### src/rtl/sram_pkg.sv
// Shared constants for the SRAM request path: address/data widths, request bundle width
// and the SRAM slave's request-to-ack latency.
package sram_pkg;
  localparam int SRAM_AW  = 15;
  localparam int SRAM_DW  = 32;
  localparam int SRAM_LAT = 3;
  localparam int REQW     = 1 + SRAM_AW + SRAM_DW + SRAM_DW / 8;

  // Width of a {we, addr, data, sel} request bundle for arbitrary bus widths.
  function automatic int req_width(input int aw, input int dw);
    return 1 + aw + dw + dw / 8;
  endfunction
endpackage

### src/rtl/sram_reqfifo.sv
// Synchronous request FIFO with occupancy count, same-cycle push/pop and a
// synchronous clear used to drop queued requests on a bus abort.
module sram_reqfifo
  import sram_pkg::*;
#(
  parameter int W  = REQW,
  parameter int LG = 2
) (
  input  logic          i_clk,
  input  logic          i_reset_n,
  input  logic          i_clear,
  input  logic          i_push,
  input  logic [W-1:0]  i_data,
  input  logic          i_pop,
  output logic [W-1:0]  o_data,
  output logic [LG:0]   o_count
);
  localparam int DEPTH = 1 << LG;
  localparam logic [LG:0] FULL = (LG + 1)'(DEPTH);

  logic [W-1:0]  mem_r [DEPTH];
  logic [LG-1:0] wr_ptr_r;
  logic [LG-1:0] rd_ptr_r;
  logic [LG:0]   count_r;
  logic          do_push_s;
  logic          do_pop_s;

  // Qualify push/pop against occupancy; a pop frees a slot for a same-cycle push.
  always_comb begin
    do_pop_s  = i_pop && (count_r != {(LG + 1){1'b0}});
    do_push_s = i_push && ((count_r != FULL) || do_pop_s);
  end

  // Storage array and write pointer.
  always_ff @(posedge i_clk or negedge i_reset_n) begin
    if (!i_reset_n) begin
      for (int i = 0; i < DEPTH; i++) mem_r[i] <= {W{1'b0}};
      wr_ptr_r <= {LG{1'b0}};
    end else if (i_clear) begin
      wr_ptr_r <= {LG{1'b0}};
    end else if (do_push_s) begin
      mem_r[wr_ptr_r] <= i_data;
      wr_ptr_r        <= wr_ptr_r + LG'(1);
    end
  end

  // Read pointer and occupancy count.
  always_ff @(posedge i_clk or negedge i_reset_n) begin
    if (!i_reset_n) begin
      rd_ptr_r <= {LG{1'b0}};
      count_r  <= {(LG + 1){1'b0}};
    end else if (i_clear) begin
      rd_ptr_r <= {LG{1'b0}};
      count_r  <= {(LG + 1){1'b0}};
    end else begin
      if (do_pop_s) rd_ptr_r <= rd_ptr_r + LG'(1);
      case ({do_push_s, do_pop_s})
        2'b10:   count_r <= count_r + (LG + 1)'(1);
        2'b01:   count_r <= count_r - (LG + 1)'(1);
        default: count_r <= count_r;
      endcase
    end
  end

  assign o_data  = mem_r[rd_ptr_r];
  assign o_count = count_r;
endmodule

### src/rtl/sram_wbqueue.sv
// Pipelined Wishbone request queue in front of the SRAM slave: buffers requests, issues them
// one at a time, returns acks in order and flushes on a CYC drop.
module sram_wbqueue
  import sram_pkg::*;
#(
  parameter int AW     = SRAM_AW,
  parameter int DW     = SRAM_DW,
  parameter int LGFIFO = 2
) (
  input  logic              i_clk,
  input  logic              i_reset_n,
  input  logic              i_wb_cyc,
  input  logic              i_wb_stb,
  input  logic              i_wb_we,
  input  logic [AW-1:0]     i_wb_addr,
  input  logic [DW-1:0]     i_wb_data,
  input  logic [DW/8-1:0]   i_wb_sel,
  output logic              o_wb_ack,
  output logic              o_wb_stall,
  output logic [DW-1:0]     o_wb_data,
  output logic              o_dn_cyc,
  output logic              o_dn_stb,
  output logic              o_dn_we,
  output logic [AW-1:0]     o_dn_addr,
  output logic [DW-1:0]     o_dn_data,
  output logic [DW/8-1:0]   o_dn_sel,
  input  logic              i_dn_ack,
  input  logic              i_dn_stall,
  input  logic [DW-1:0]     i_dn_data
);
  localparam int REQ_W = req_width(AW, DW);
  localparam int CW    = LGFIFO + 1;
  localparam logic [CW-1:0] LIMIT = CW'(1 << LGFIFO);

  logic [CW-1:0]    nout_r;
  logic             flush_r;
  logic             cyc_d_r;
  logic [CW-1:0]    fifo_cnt_s;
  logic [CW-1:0]    fcnt_s;
  logic [CW-1:0]    occ_s;
  logic [REQ_W-1:0] in_req_s;
  logic [REQ_W-1:0] fifo_head_s;
  logic [REQ_W-1:0] head_s;
  logic             fifo_empty_s;
  logic             accept_s;
  logic             can_issue_s;
  logic             issue_s;
  logic             fifo_push_s;
  logic             fifo_pop_s;
  logic             dn_take_s;
  logic             ack_fwd_s;

  // The request parked on o_dn_stb still counts as queued, so the limit bounds true in-flight work.
  always_comb begin
    fcnt_s       = fifo_cnt_s + CW'(o_dn_stb);
    occ_s        = fcnt_s + nout_r;
    o_wb_stall   = flush_r || (occ_s == LIMIT);
    accept_s     = i_wb_cyc && i_wb_stb && !o_wb_stall;
    in_req_s     = {i_wb_we, i_wb_addr, i_wb_data, i_wb_sel};
    fifo_empty_s = (fifo_cnt_s == CW'(0));
    can_issue_s  = !o_dn_stb || !i_dn_stall;
    issue_s      = i_wb_cyc && can_issue_s && (!fifo_empty_s || accept_s);
    if (fifo_empty_s) begin
      head_s = in_req_s;
    end else begin
      head_s = fifo_head_s;
    end
    fifo_pop_s  = issue_s && !fifo_empty_s;
    fifo_push_s = accept_s && !(issue_s && fifo_empty_s);
    dn_take_s   = o_dn_stb && !i_dn_stall;
    ack_fwd_s   = i_dn_ack && i_wb_cyc && o_dn_cyc && (nout_r != CW'(0));
  end

  sram_reqfifo #(
    .W  (REQ_W),
    .LG (LGFIFO)
  ) u_fifo (
    .i_clk     (i_clk),
    .i_reset_n (i_reset_n),
    .i_clear   (!i_wb_cyc),
    .i_push    (fifo_push_s),
    .i_data    (in_req_s),
    .i_pop     (fifo_pop_s),
    .o_data    (fifo_head_s),
    .o_count   (fifo_cnt_s)
  );

  // Downstream request register; fields hold while the slave stalls.
  always_ff @(posedge i_clk or negedge i_reset_n) begin
    if (!i_reset_n) begin
      o_dn_stb  <= 1'b0;
      o_dn_we   <= 1'b0;
      o_dn_addr <= {AW{1'b0}};
      o_dn_data <= {DW{1'b0}};
      o_dn_sel  <= {(DW / 8){1'b0}};
    end else if (!i_wb_cyc) begin
      o_dn_stb <= 1'b0;
    end else if (issue_s) begin
      o_dn_stb <= 1'b1;
      {o_dn_we, o_dn_addr, o_dn_data, o_dn_sel} <= head_s;
    end else if (!i_dn_stall) begin
      o_dn_stb <= 1'b0;
    end
  end

  // Outstanding-request counter, cleared on abort.
  always_ff @(posedge i_clk or negedge i_reset_n) begin
    if (!i_reset_n) begin
      nout_r <= CW'(0);
    end else if (!i_wb_cyc) begin
      nout_r <= CW'(0);
    end else begin
      case ({dn_take_s, ack_fwd_s})
        2'b10:   nout_r <= nout_r + CW'(1);
        2'b01:   nout_r <= nout_r - CW'(1);
        default: nout_r <= nout_r;
      endcase
    end
  end

  // Flush pulses for one cycle on each falling edge of upstream CYC.
  always_ff @(posedge i_clk or negedge i_reset_n) begin
    if (!i_reset_n) begin
      cyc_d_r  <= 1'b0;
      flush_r  <= 1'b0;
      o_dn_cyc <= 1'b0;
    end else begin
      cyc_d_r  <= i_wb_cyc;
      flush_r  <= cyc_d_r && !i_wb_cyc;
      o_dn_cyc <= i_wb_cyc && !flush_r;
    end
  end

  // Upstream ack and read-data return.
  always_ff @(posedge i_clk or negedge i_reset_n) begin
    if (!i_reset_n) begin
      o_wb_ack  <= 1'b0;
      o_wb_data <= {DW{1'b0}};
    end else begin
      o_wb_ack  <= ack_fwd_s;
      o_wb_data <= i_dn_data;
    end
  end
endmodule
### config.mk
export PLATFORM = sky130hd
export DESIGN_NAME = sram_wbqueue
export DESIGN_NICKNAME = d
export VERILOG_FILES = /design/src/rtl/sram_pkg.sv /design/src/rtl/sram_reqfifo.sv /design/src/rtl/sram_wbqueue.sv
export SDC_FILE = /design/constraint.sdc
export NUM_CORES = 1
export LEC_CHECK = 0
export ABC_AREA = 1
export CORE_AREA = 3 3 162 164
export DETAILED_ROUTE_END_ITERATION = 16
export DIE_AREA = 0 0 165 167
export GPL_ROUTABILITY_DRIVEN = 1
export PLACE_DENSITY = 0.78
export SLEW_MARGIN = 0
export SYNTH_ARGS = -nofsm -noshare
export SYNTH_HDL_FRONTEND = slang
export SYNTH_HIERARCHICAL = 1
export SYNTH_SLANG_ARGS = --single-unit
### constraint.sdc
create_clock -name i_clk -period 8.6 [get_ports i_clk]
set_input_delay 1.72 -clock i_clk [delete_from_list [all_inputs] [get_ports i_clk]]
set_output_delay 1.72 -clock i_clk [all_outputs]
set_load 0.02 [all_outputs]
==> results.txt, run 1 <==
CP max stage delay: 0.60 ns
Num CTS Buffers: 31
Family with the most delay on the worst path: adder cells
Die W: 165 um
Placer Congestion: 0.802
Number of global-route vias before repair: 11,200
Core area: 25,000 um^2
Non-Filler Instances: 2,031
Outcome: completed
Post-CTS Setup Inserts: 0
Total power: 5.42 mW
Startpoint types: register
Number of max-cap violations: 0
Finished Cell Area: 16,300 um^2
Cell total after placement: 1,974
Pre-Repair DR Iteration Count: 6
CP Cell Sequence: fa_1 -> fa_1 -> nor2_1 -> nand3_2 -> nand2_1 -> clkdlybuf4s50_1
Unrepaired setup endpoints after global routing: no
CTS H-Tree Depth: 1
Crit path kind: register to primary output
Initial detailed-routing violation count: 1,023
CTS Root Cell: clkbuf_16
WL/cell: 16.7 um
Synth warn: 6
Initial Utilization: 54.8%
Slew @ Worst Pin: 1.16 ns
CP Data Required Time: 6.88 ns
I/O pin count: 178
Gate Count Post-Synth: 1,565
P&R area growth vs syn: 19.1%
Static Leak: 8.00 nW
Post-Synthesis Net Count: 1,663
Clk slew on worst S/H paths: 0.07 ns
Initial antenna violation count: 0
GRT Resource Usage Total: 24.9%
Die area: 27,600 um^2
Pwr per Cell Area: 331 nW/um^2
Hold slack final: 0.440 ns
Worst vdd ir: 214 uV
Placement Rows: 58
Final TNS setup: 0 ns
Post-route clock period utilization: 53.5%
DRC Markers: 0
Cell repeated most along the worst path: fa_1
Leading area contributor after synthesis: dfrtp_1
CTS tree: done
Flops & latches, synth: 307
Crit path DAT: 2.88 ns
Worst-Skew Late Latency: 0.56 ns
Skew final: 0.0199 ns
Final core utilization: 65.3%
HPWL after DPL: 18,600 um
Gr ovfl total: 0
Placed cell area: 15,300 um^2
Largest net degree at the start of global routing: 105
Clock Sinks: 307
Layout cells sized above 1: 6.64%
Final Hold Fails: 0
Synth cell types: 31
Vias after detailed routing: 11,300
PnR worst setup slack: 4.00 ns
Resized Gates After CTS: 0
Fin crit period: 4.60 ns
Syn_area_per_cell: 8.77 um^2
Yosys top cell area share: 56.0%
Hold bufs inserted after CTS: 0
Crit. End Element: primary output
Most common cell after layout, fill and taps aside: nand2_1
Final setup vio count: 0
Global-route wire length before repair: 56,400 um
Synth Cell Area: 13,700 um^2
Die height: 167 um
Worst min-delay path category: register to register
Port buffer count: 177
CP max FO: 6
DR vias/cell: 5.55
Main area contributors after synthesis: dfrtp_1 (56%), nand2_1 (12%), o21ai_0 (9.8%)
Maximum root-to-sink buffer count: 3
# diodes: 0
Post-place setup slack: 3.81 ns
Slowest cell on the critical path: clkdlybuf4s50_1
Post-Route WL: 33,900 um
Most frequent cells in the layout: nand2_1 (444), dfrtp_1 (305), o21ai_0 (269)
Number of slew-limit violations in the final report: 0
Final Net Count: 1,775
Seq/Total Area, Yosys: 56.0%
WP buf/inv: 1
Antenna-violating nets left: 0
Max_slew headroom: 22.5%
# fillers: 2,083
Highest clock rate: 0.217 GHz
-- Yosys cell counts (all sizes together) --
| library cell | n |
|---|---|
| clkbuf | 58 |
| nand3b | 1 |
| fa | 4 |
| buf | 50 |
| nand3 | 120 |
| and3 | 1 |
| a21oi | 4 |
| dfrtp | 307 |
| o22ai | 52 |
| ha | 4 |
| o21ai | 317 |
| nand4 | 5 |
| nand2 | 452 |
| xor2 | 1 |
| xnor2 | 1 |
| nor2 | 113 |
| a31oi | 1 |
| inv | 74 |
-- worst paths after layout --
| path | from | to | slack (ns) | depth (start not counted) |
|---|---|---|---|---|
| max | u_fifo/o_count[0] | o_wb_stall | 4.00 | 6 |
| min | flush_r | o_dn_cyc | 0.44 | 1 |
| max reg2reg | u_fifo/o_count[0] | u_fifo/mem_r[111] | 4.94 | 10 |
| min reg2reg | flush_r | o_dn_cyc | 0.44 | 1 |
| max in group asynchronous | i_reset_n | u_fifo/rd_ptr_r[0] | 5.91 | 2 |
| min in group asynchronous | i_reset_n | o_dn_data[19] | 1.14 | 1 |
-- worst reg2reg max path: cells and delay by family (launching register included) --
kind,cells,cell delay [ns]
simple gates,6,1.28
flops,1,0.51
compound gates,2,0.92
fa+ha+maj,2,0.82
-- sequential cells by signal, indices dropped and copies added, names as in the netlist --
signal           cells
u_fifo/mem_r       208
o_dn_data           32
o_wb_data           32
o_dn_addr           15
o_dn_sel             4
nout_r               3
u_fifo/o_count       3
u_fifo/rd_ptr_r      2
u_fifo/wr_ptr_r      2
cyc_d_r              1
flush_r              1
o_dn_cyc             1
o_dn_stb             1
o_dn_we              1
o_wb_ack             1
-- where the power goes --
group          total [mW]  switching, mW  internal, mW
clock                1.37          0.560         0.810
sequential           2.12          0.251          1.86
combinational        1.93           1.19         0.737
-- cell type report --
| type | instances | area (um^2) | share of cell area (%) |
|---|---|---|---|
| Clock buffer | 41 | 883 | 5.41 |
| Clock inverter | 16 | 168 | 1.03 |
| Inverter | 74 | 279 | 1.71 |
| Multi-Input combinational cell | 1076 | 5060 | 31.0 |
| Sequential cell | 307 | 7690 | 47.0 |
| Tap cell | 330 | 413 | 2.53 |
| Timing Repair Buffer | 187 | 1850 | 11.3 |
-- per-layer routing --
metal  GRT usage, %  vias up  share of wire, %
met5              0        -                 0
met1           35.1     5460                44
met4           6.38        0               1.6
li1               -     5372                 -
met3           4.45       47               7.2
met2           40.0      401                48
-- cell families after synthesis --
kind of cell,after synthesis,synth area share (%)
AO/OA/AOI/OAI,374,14.9
flip-flops,307,56.0
adder cells (fa/ha/maj),8,0.948
XOR/XNOR,2,0.128
AND/OR/NAND/NOR,692,20.9
buffers and inverters,182,7.16
No activity file was read; power rests on OpenSTA's default activity.
==> run 2: changes to the inputs <==
==> constraint.sdc (replaced) <==
create_clock -name i_clk -period 4.4 [get_ports i_clk]
set_input_delay 0.88 -clock i_clk [delete_from_list [all_inputs] [get_ports i_clk]]
set_output_delay 0.88 -clock i_clk [all_outputs]
set_load 0.02 [all_outputs]
==> results.txt, run 2 (synthesis results as in run 1) <==
Startpoint types: register (unchanged)
Largest Register: u_fifo/mem_r (unchanged)
Gr ovfl total: 0 (unchanged)
Largest regs: u_fifo/mem_r (208), o_dn_data (32), o_wb_data (32) (unchanged)
Antenna-violating nets left: 0 (unchanged)
Pre-Repair DR Iteration Count: 5 (was 6)
CTS H-Tree Depth: 2 (was 1)
Highest clock rate: 0.272 GHz
Static Leak: 8.10 nW (was 8.00 nW)
Layout cells sized above 1: 6.71% (was 6.64%)
GRT Resource Usage Total: 25.3% (was 24.9%)
HPWL after DPL: 19,400 um (was 18,600 um)
CTS Root Cell: clkbuf_16 (unchanged)
Initial Utilization: 54.8% (unchanged)
CP max FO: 6 (unchanged)
Port buffer count: 177 (unchanged)
Num CTS Buffers: 34 (was 31)
Most frequent cells in the layout: nand2_1 (444), dfrtp_1 (305), o21ai_0 (269) (unchanged)
# diodes: 0 (unchanged)
Number of global-route vias before repair: 11,300 (was 11,200)
Die height: 167 um (unchanged)
Crit path DAT: 2.80 ns (was 2.88 ns)
Maximum root-to-sink buffer count: 3 (unchanged)
Vias after detailed routing: 11,500 (was 11,300)
Unrepaired setup endpoints after global routing: no (unchanged)
Final TNS setup: 0 ns (unchanged)
Outcome: completed (unchanged)
Initial detailed-routing violation count: 1,031 (was 1,023)
Final setup vio count: 0 (unchanged)
Largest net degree at the start of global routing: 134 (was 105)
Max_slew headroom: 31.1% (was 22.5%)
Core area: 25,000 um^2 (unchanged)
Fin crit period: 3.68 ns
Clk slew on worst S/H paths: 0.06 ns (was 0.07 ns)
Crit path kind: register to primary output (unchanged)
Cell total after placement: 1,983 (was 1,974)
Final core utilization: 66.0% (was 65.3%)
Post-route clock period utilization: 83.7%
Skew final: 0.0128 ns (was 0.0199 ns)
Number of slew-limit violations in the final report: 0 (unchanged)
Die W: 165 um (unchanged)
Crit. End Element: primary output (unchanged)
Pwr per Cell Area: 651 nW/um^2 (was 331 nW/um^2)
Post-Route WL: 34,300 um (was 33,900 um)
DR vias/cell: 5.62 (was 5.55)
Post-CTS Setup Inserts: 0 (unchanged)
Final Net Count: 1,787 (was 1,775)
CTS tree: done (unchanged)
Placement Rows: 58 (unchanged)
Global-route wire length before repair: 57,200 um (was 56,400 um)
Worst min-delay path category: register to register (unchanged)
Worst-Skew Late Latency: 0.51 ns (was 0.56 ns)
Resized Gates After CTS: 0 (unchanged)
Max reg flops: 208 (unchanged)
P&R area growth vs syn: 20.5% (was 19.1%)
Hold bufs inserted after CTS: 0 (unchanged)
Slew @ Worst Pin: 1.03 ns (was 1.16 ns)
CP Data Required Time: 3.52 ns (was 6.88 ns)
WL/cell: 16.8 um (was 16.7 um)
Most common cell after layout, fill and taps aside: nand2_1 (unchanged)
Placer Congestion: 0.813 (was 0.802)
DRC Markers: 0 (unchanged)
Total power: 10.8 mW (was 5.42 mW)
Die area: 27,600 um^2 (unchanged)
Number of max-cap violations: 0 (unchanged)
Placed cell area: 15,400 um^2 (was 15,300 um^2)
Final Hold Fails: 0 (unchanged)
Initial antenna violation count: 0 (unchanged)
I/O pin count: 178 (unchanged)
Finished Cell Area: 16,500 um^2 (was 16,300 um^2)
Clock Sinks: 307 (unchanged)
Worst vdd ir: 553 uV (was 214 uV)
Non-Filler Instances: 2,043 (was 2,031)
-- run 2: worst paths after layout --
check / from / end / slack, ns / depth (start not counted)
max in group asynchronous: i_reset_n / u_fifo/o_count[2] / 2.83 / 2
min in group asynchronous: i_reset_n / nout_r[0] / 0.47 / 1
min: flush_r / o_dn_cyc / 0.45 / 1
max: u_fifo/o_count[0] / o_wb_stall / 0.72 / 6
max reg2reg: u_fifo/o_count[0] / u_fifo/o_count[2] / 0.96 / 16
min reg2reg: flush_r / o_dn_cyc / 0.45 / 1
-- run 2: area by class of cell --
type / instances / area, um^2
fill: 2072 / 8500
sequential: 307 / 7690
multi-input combinational: 1076 / 5060
timing repair buffer: 196 / 1980
clock buffer: 57 / 1070
tap: 330 / 413
inverter: 74 / 279
clock inverter: 3 / 43.8
-- run 2: metrics by stage --
| step | setup slack [ns] | hold slack, ns |
|---|---|---|
| finish | 0.718 | 0.446 |
| CTS | 0.689 | 0.450 |
| global placement | 0.724 | 0.434 |
| detailed placement | 0.663 | 0.440 |
| floorplan | 1.21 | 0.403 |
| global route | 0.625 | 0.458 |
-- run 2: metal layers --
layer / GRT usage (%) / wire length [um]
met5: 0 / 0
met4: 7.22 / 538
met3: 4.30 / 2370
met2: 41.0 / 16600
met1: 35.3 / 14800
-- run 2: critical path: stages, from the launching register on --
cell	delay (ns)
dfrtp_1	0.50
fa_1	0.43
fa_1	0.43
nor2_1	0.12
nand3_2	0.14
nand2_1	0.09
clkdlybuf4s50_1	0.60
-- run 2: power breakdown --
part	leakage (nW)	total, mW	switching [mW]	internal (mW)
clock	0.544	2.83	1.11	1.72
sequential	4.02	4.13	0.487	3.64
combinational	3.53	3.80	2.35	1.45
